### config.mk
export PLATFORM = sky130hd
export DESIGN_NAME = cpu_program_loader
export DESIGN_NICKNAME = d
export VERILOG_FILES = /design/src/rtl/cpu_program_loader.sv
export SDC_FILE = /design/constraint.sdc
export NUM_CORES = 1
export LEC_CHECK = 0
export CAP_MARGIN = 20
export CORE_MARGIN = 1
export CORE_UTILIZATION = 40
export DETAILED_ROUTE_END_ITERATION = 6
export HOLD_SLACK_MARGIN = 0.02
export PLACE_DENSITY = 0.66
export SETUP_SLACK_MARGIN = 0.3
export SLEW_MARGIN = 0
export SYNTH_ARGS = -nofsm -noshare
export SYNTH_HDL_FRONTEND = slang
export SYNTH_SLANG_ARGS = --single-unit
### constraint.sdc
create_clock -name clk -period 6.4 [get_ports clk]
set_input_delay 1.6 -clock clk [delete_from_list [all_inputs] [get_ports clk]]
set_output_delay 1.6 -clock clk [all_outputs]
set_load 0.05 [all_outputs]
### src/rtl/cpu_program_loader.sv
// Boot loader: decodes header-framed host bursts into instruction/data memory writes, then enables the cpu.
// Optional running write checksum output is built when CPU_LOADER_CHECKSUM_EN is defined.
module cpu_program_loader #(
   parameter int IMEM_WORDS = 512,
   parameter int DMEM_WORDS = 1024
) (
   input  logic        clk,
   input  logic        rst,
   input  logic        in_valid,
   output logic        in_ready,
   input  logic [31:0] in_data,
   output logic [63:0] imem_addr,
   output logic        imem_wen,
   output logic [31:0] imem_wdata,
   output logic [63:0] dmem_addr,
   output logic        dmem_wen,
   output logic [63:0] dmem_wdata,
   output logic        cpu_enable,
   output logic        busy,
   output logic        err
`ifdef CPU_LOADER_CHECKSUM_EN
  ,output logic [31:0] checksum
`endif
);

   localparam logic [16:0] IMEM_DEPTH = 17'(IMEM_WORDS);
   localparam logic [16:0] DMEM_DEPTH = 17'(DMEM_WORDS);

   typedef enum logic [2:0] {
      ST_HDR     = 3'd0,
      ST_LOAD_LO = 3'd1,
      ST_LOAD_HI = 3'd2,
      ST_SKIP    = 3'd3,
      ST_RUN     = 3'd4
   } state_t;

   state_t      state_r;
   logic        in_ready_r;
   logic        busy_r;
   logic        err_r;
   logic        cpu_enable_r;
   logic        imem_wen_r;
   logic [63:0] imem_addr_r;
   logic [31:0] imem_wdata_r;
   logic        dmem_wen_r;
   logic [63:0] dmem_addr_r;
   logic [63:0] dmem_wdata_r;
   logic        target_r;
   logic [16:0] ptr_r;
   logic [15:0] remaining_r;
   logic [16:0] skip_r;
   logic [31:0] low_r;

   logic        beat_s;
   logic        hdr_target_s;
   logic        hdr_start_s;
   logic [13:0] hdr_base_s;
   logic [15:0] hdr_count_s;
   logic [16:0] hdr_end_s;
   logic [16:0] hdr_limit_s;
   logic        hdr_oob_s;
   logic [16:0] hdr_skip_s;
   logic        imem_fire_s;
   logic        dmem_fire_s;
   logic        last_word_s;

   assign in_ready   = in_ready_r;
   assign busy       = busy_r;
   assign err        = err_r;
   assign cpu_enable = cpu_enable_r;
   assign imem_wen   = imem_wen_r;
   assign imem_addr  = imem_addr_r;
   assign imem_wdata = imem_wdata_r;
   assign dmem_wen   = dmem_wen_r;
   assign dmem_addr  = dmem_addr_r;
   assign dmem_wdata = dmem_wdata_r;

   // Header field decode, range check and write-strobe qualification.
   always_comb begin
      beat_s       = in_valid & in_ready_r;
      hdr_target_s = in_data[31];
      hdr_start_s  = in_data[30];
      hdr_base_s   = in_data[29:16];
      hdr_count_s  = in_data[15:0];
      // 17-bit sum so B+N can never wrap past the depth check
      hdr_end_s    = {3'b000, hdr_base_s} + {1'b0, hdr_count_s};
      if (hdr_target_s) begin
         hdr_limit_s = DMEM_DEPTH;
         hdr_skip_s  = {hdr_count_s, 1'b0};
      end else begin
         hdr_limit_s = IMEM_DEPTH;
         hdr_skip_s  = {1'b0, hdr_count_s};
      end
      hdr_oob_s    = (hdr_end_s > hdr_limit_s);
      imem_fire_s  = beat_s & (state_r == ST_LOAD_LO) & ~target_r;
      dmem_fire_s  = beat_s & (state_r == ST_LOAD_HI);
      last_word_s  = (remaining_r == 16'd1);
   end

   // Loader state machine with registered handshake, status and memory-write outputs.
   always_ff @(posedge clk) begin
      if (rst) begin
         state_r      <= ST_HDR;
         in_ready_r   <= 1'b1;
         busy_r       <= 1'b0;
         err_r        <= 1'b0;
         cpu_enable_r <= 1'b0;
         imem_wen_r   <= 1'b0;
         imem_addr_r  <= 64'd0;
         imem_wdata_r <= 32'd0;
         dmem_wen_r   <= 1'b0;
         dmem_addr_r  <= 64'd0;
         dmem_wdata_r <= 64'd0;
         target_r     <= 1'b0;
         ptr_r        <= 17'd0;
         remaining_r  <= 16'd0;
         skip_r       <= 17'd0;
         low_r        <= 32'd0;
      end else begin
         imem_wen_r <= 1'b0;
         dmem_wen_r <= 1'b0;
         case (state_r)
            ST_HDR: begin
               if (beat_s) begin
                  if (hdr_start_s) begin
                     state_r      <= ST_RUN;
                     in_ready_r   <= 1'b0;
                     cpu_enable_r <= 1'b1;
                     busy_r       <= 1'b0;
                  end else if (hdr_count_s == 16'd0) begin
                     state_r <= ST_HDR;
                  end else if (hdr_oob_s) begin
                     err_r   <= 1'b1;
                     skip_r  <= hdr_skip_s;
                     busy_r  <= 1'b1;
                     state_r <= ST_SKIP;
                  end else begin
                     target_r    <= hdr_target_s;
                     ptr_r       <= {3'b000, hdr_base_s};
                     remaining_r <= hdr_count_s;
                     busy_r      <= 1'b1;
                     state_r     <= ST_LOAD_LO;
                  end
               end
            end
            ST_LOAD_LO: begin
               if (imem_fire_s) begin
                  imem_wen_r   <= 1'b1;
                  imem_addr_r  <= {45'd0, ptr_r, 2'b00};
                  imem_wdata_r <= in_data;
                  ptr_r        <= ptr_r + 17'd1;
                  remaining_r  <= remaining_r - 16'd1;
                  if (last_word_s) begin
                     state_r <= ST_HDR;
                     busy_r  <= 1'b0;
                  end
               end else if (beat_s) begin
                  low_r   <= in_data;
                  state_r <= ST_LOAD_HI;
               end
            end
            ST_LOAD_HI: begin
               if (dmem_fire_s) begin
                  dmem_wen_r   <= 1'b1;
                  dmem_addr_r  <= {44'd0, ptr_r, 3'b000};
                  dmem_wdata_r <= {in_data, low_r};
                  ptr_r        <= ptr_r + 17'd1;
                  remaining_r  <= remaining_r - 16'd1;
                  if (last_word_s) begin
                     state_r <= ST_HDR;
                     busy_r  <= 1'b0;
                  end else begin
                     state_r <= ST_LOAD_LO;
                  end
               end
            end
            ST_SKIP: begin
               if (beat_s) begin
                  skip_r <= skip_r - 17'd1;
                  if (skip_r == 17'd1) begin
                     state_r <= ST_HDR;
                     busy_r  <= 1'b0;
                  end
               end
            end
            ST_RUN: begin
               in_ready_r   <= 1'b0;
               cpu_enable_r <= 1'b1;
            end
            default: begin
               state_r    <= ST_HDR;
               in_ready_r <= 1'b1;
               busy_r     <= 1'b0;
            end
         endcase
      end
   end

`ifdef CPU_LOADER_CHECKSUM_EN
   logic [31:0] checksum_r;

   assign checksum = checksum_r;

   function automatic logic [31:0] csum_add(input logic [31:0] acc,
                                            input logic [31:0] a,
                                            input logic [31:0] b);
      return acc + a + b;
   endfunction

   // Running modulo-2^32 sum of written payload, updated with the write pulse.
   always_ff @(posedge clk) begin
      if (rst) begin
         checksum_r <= 32'd0;
      end else if (imem_fire_s) begin
         checksum_r <= csum_add(checksum_r, in_data, 32'd0);
      end else if (dmem_fire_s) begin
         checksum_r <= csum_add(checksum_r, in_data, low_r);
      end
   end
`endif

endmodule

==> run metrics <==
outcome complete, no violations; Clk pwr share 0.372; CP Max Fanout 21; Worst-path clk slew about 0.060 ns; Netlist cell types 86; post-CTS setup buffers 0; final wirelength 34.0 mm; worst path required time 6.85 ns; DR DRC count 0; Startpoint Class input pin; share of the synthesized area in the top cell type 0.406; die area 28,100 µm²; Tcrit/Tclk final 0.879; Post-DP HPWL 22.6 mm; Post-Syn Instances 1,416; Crit Path Class in2reg; Nets 1,617; net switching power 0.00134 W; largest net degree at the start of global routing 121; via/cell ratio 5.32; number of max-cap violations 0; global-route wire length before repair 52.5 mm; clk_lat worst skew ~0.54 ns; initial core utilization 0.408; number of synthesized register bits approximately 220; Fin Clk Skew 0.0239 ns; Worst slew margin 0.283; logic gate share of total power 0.245; post-CTS sizing 0; area leader, netlist dfxtp_1; Sw Share 0.338; fin. max-slew vios 0; P&R area growth vs syn 23.2%; TritonRoute pass-1 iters 5; RSZ-0062 raised after global routing false; post-synthesis sequential area ratio 0.406; sequential power share 0.382; area of the multi-input gates 5710 µm²; Die X-Extent 167 µm; Final setup viols 0; Root Buffer clkbuf_16; Internal 0.00262 W; Final Power 0.00396 W; CP arrival 6.08 ns; vias in the first global route 9,266; Leak 4.85 nW; total track usage 0.237; PortBufs 170; Hold Path Class reg2reg; maximum vdd ir drop 227 µV; CTS H-tree depth 1; Avg Cell Area, Syn approximately 7.7 µm²; layout cells sized above 1 0.0843; drt wl/cell between 15 and 20 µm; Final min period 5.62 ns; Fin. Hold Viols 0; CTS Buf Count 25; Fmax achieved approximately 0.18 GHz; Storage cell area 4440 µm²; setup tns final 0 ns; Cell Area, Synth 11,000 µm²; Synth area leaders dfxtp_1 (41%), nand2_1 (13%), a21oi_1 (9.9%); Routed Antenna Nets 0; IO Pins 265; Primary FF master, synth dfxtp_1; Post-synth EDFFs 0; YS warnings 0; GRT overflow 0; Power Density 293 nW/µm²; core area 26,900 µm²; ant diodes 0; Fill cells roughly 2,600; CP Capture Type register; DRT iter0 DRCs 918; Placer Congestion 0.890; CTS Hold Buffers Added 0; Longest Clk Path Bufs 3; asr flop ratio synth 0; cell row count 60; Vias between 10,000 and 15,000; Die H 167 µm; clock sinks between 200 and 250; worst-margin pin slew 1.07 ns; CTS tree yes; initial antenna violation count 0
## cell usage in the layout, fill, tap and decap left out, types with 4 or more instances in the layout
| cell | synthesis | final |
|---|---|---|
| o221ai_1 | 6 | 6 |
| o2111ai_1 | 5 | 5 |
| o211ai_1 | 4 | 4 |
| nor2_1 | 56 | 56 |
| o211ai_2 | 4 | 4 |
| ha_1 | 21 | 21 |
| nand2_1 | 394 | 392 |
| or3_1 | 10 | 10 |
| or2_2 | 9 | 9 |
| inv_1 | 18 | 18 |
| nor2b_1 | 9 | 9 |
| a31oi_1 | 5 | 5 |
| clkinv_2 | 0 | 5 |
| clkbuf_8 | 1 | 7 |
| a21oi_1 | 217 | 217 |
| buf_4 | 98 | 36 |
| nor4_1 | 11 | 11 |
| mux2i_1 | 17 | 17 |
| nand3_1 | 21 | 21 |
| clkbuf_16 | 0 | 25 |
| o21ai_1 | 19 | 19 |
| or4_1 | 4 | 4 |
| nor3b_1 | 6 | 6 |
| and3_1 | 11 | 11 |
| a31o_2 | 5 | 5 |
| o21ai_0 | 26 | 26 |
| nor3_1 | 20 | 19 |
| a211o_1 | 5 | 5 |
| dfxtp_1 | 222 | 222 |
| clkdlybuf4s50_1 | 0 | 169 |
| nand4_1 | 11 | 11 |
| o21bai_1 | 4 | 4 |
| conb_1 | 1 | 94 |
| o31ai_1 | 7 | 7 |
| o21a_1 | 5 | 5 |
| a22o_1 | 9 | 9 |
## layer usage
layer	vias to the layer above	share of wire	track usage
met5	-	0	0
met4	0	0.040	0.101
met3	80	0.071	0.0418
met2	389	0.44	0.372
met1	4779	0.44	0.318
li1	4959	-	-
## worst paths after layout
path         slack, ns  depth (start not counted)                     endpoint                     from
max               0.78                         16  remaining_r[0]$_SDFFE_PP0P_              in_data[17]
min               0.44                          2   dmem_wdata[9]$_SDFFE_PP0P_    low_r[9]$_SDFFE_PP0P_
max reg2reg       3.49                          8      skip_r[10]$_SDFFE_PP0P_  state_r[0]$_SDFFE_PP0P_
min reg2reg       0.44                          2   dmem_wdata[9]$_SDFFE_PP0P_    low_r[9]$_SDFFE_PP0P_
## registers in the layout, summed over array words and instances, names as in the netlist, 3 cells and up
name,flops
imem_wdata,32
dmem_addr,17
remaining_r,16
state_r,3
ptr_r,17
low_r,32
dmem_wdata,64
imem_addr,17
skip_r,17
## power groups by stage
stage                     Clock, W  Sequential (W)  Combinational [W]
after floorplan                  0         0.00160           0.000702
after global placement           0         0.00154           0.000948
after detailed placement         0         0.00154           0.000956
after CTS                  0.00150         0.00151           0.000960
after global routing       0.00156         0.00152            0.00105
final                      0.00147         0.00151           0.000970
## logic make-up after synthesis
logic type,after synthesis,synth area share
buffers and inverters,201,0.108
adder cells (fa/ha/maj),22,0.0258
other,1,0.000342
AO/OA/AOI/OAI,363,0.209
multiplexers,18,0.0166
AND/OR/NAND/NOR,585,0.232
flip-flops,222,0.406
XOR/XNOR,4,0.00320
## synthesized netlist by cell type, types with 6 or more instances
cell      number
a22o_1         9
nand3_1       21
mux2i_1       17
and3_1        11
nor2_1        56
nor4_1        11
nand4_1       11
inv_1         18
nor2b_1        9
dfxtp_1      222
ha_1          21
o31ai_1        7
o21ai_1       19
or3_1         10
buf_2          6
nand2_1      394
a21oi_1      217
o221ai_1       6
nor3b_1        6
clkbuf_1      72
o21ai_0       26
nor3_1        20
or2_2          9
buf_4         98
## critical path, stage by stage
cell and delay, ns:
clkdlybuf4s50_1 0.70, fa_1 0.62, a211oi_2 0.29, o21ai_0 0.20
a21oi_1 0.19, o21bai_1 0.08, a21oi_1 0.17, xnor2_1 0.08
ha_1 0.29, nand2_1 0.06, a2111oi_2 0.33, o2111a_1 0.28
o221a_4 0.23, a31o_2 0.43, o21ai_0 0.20, a221oi_2 0.30
## area by class of cell
| cell class | count | share of cell area |
|---|---|---|
| Clock inverter | 9 | 0.00844 |
| Inverter | 18 | 0.00501 |
| Clock buffer | 35 | 0.0543 |
| Multi-Input combinational cell | 1086 | 0.423 |
| Timing Repair Buffer | 207 | 0.148 |
| Tap cell | 341 | 0.0316 |
| Sequential cell | 222 | 0.329 |
## stage by stage
step / utilization / instances / setup slack (ns) / cell area (µm²) / hold slack, ns
floorplan: - / 1509 / 1.42 / 11300 / 0.432
global placement: 0.470 / 1873 / 0.371 / 12600 / 0.439
detailed placement: 0.470 / 1873 / 0.252 / 12600 / 0.439
CTS: 0.501 / 1917 / 0.821 / 13500 / 0.445
global route: 0.502 / 1918 / 0.577 / 13500 / 0.452
finish: 0.502 / 1918 / 0.776 / 13500 / 0.444
Note: power is estimated with default switching activity, not from simulation.
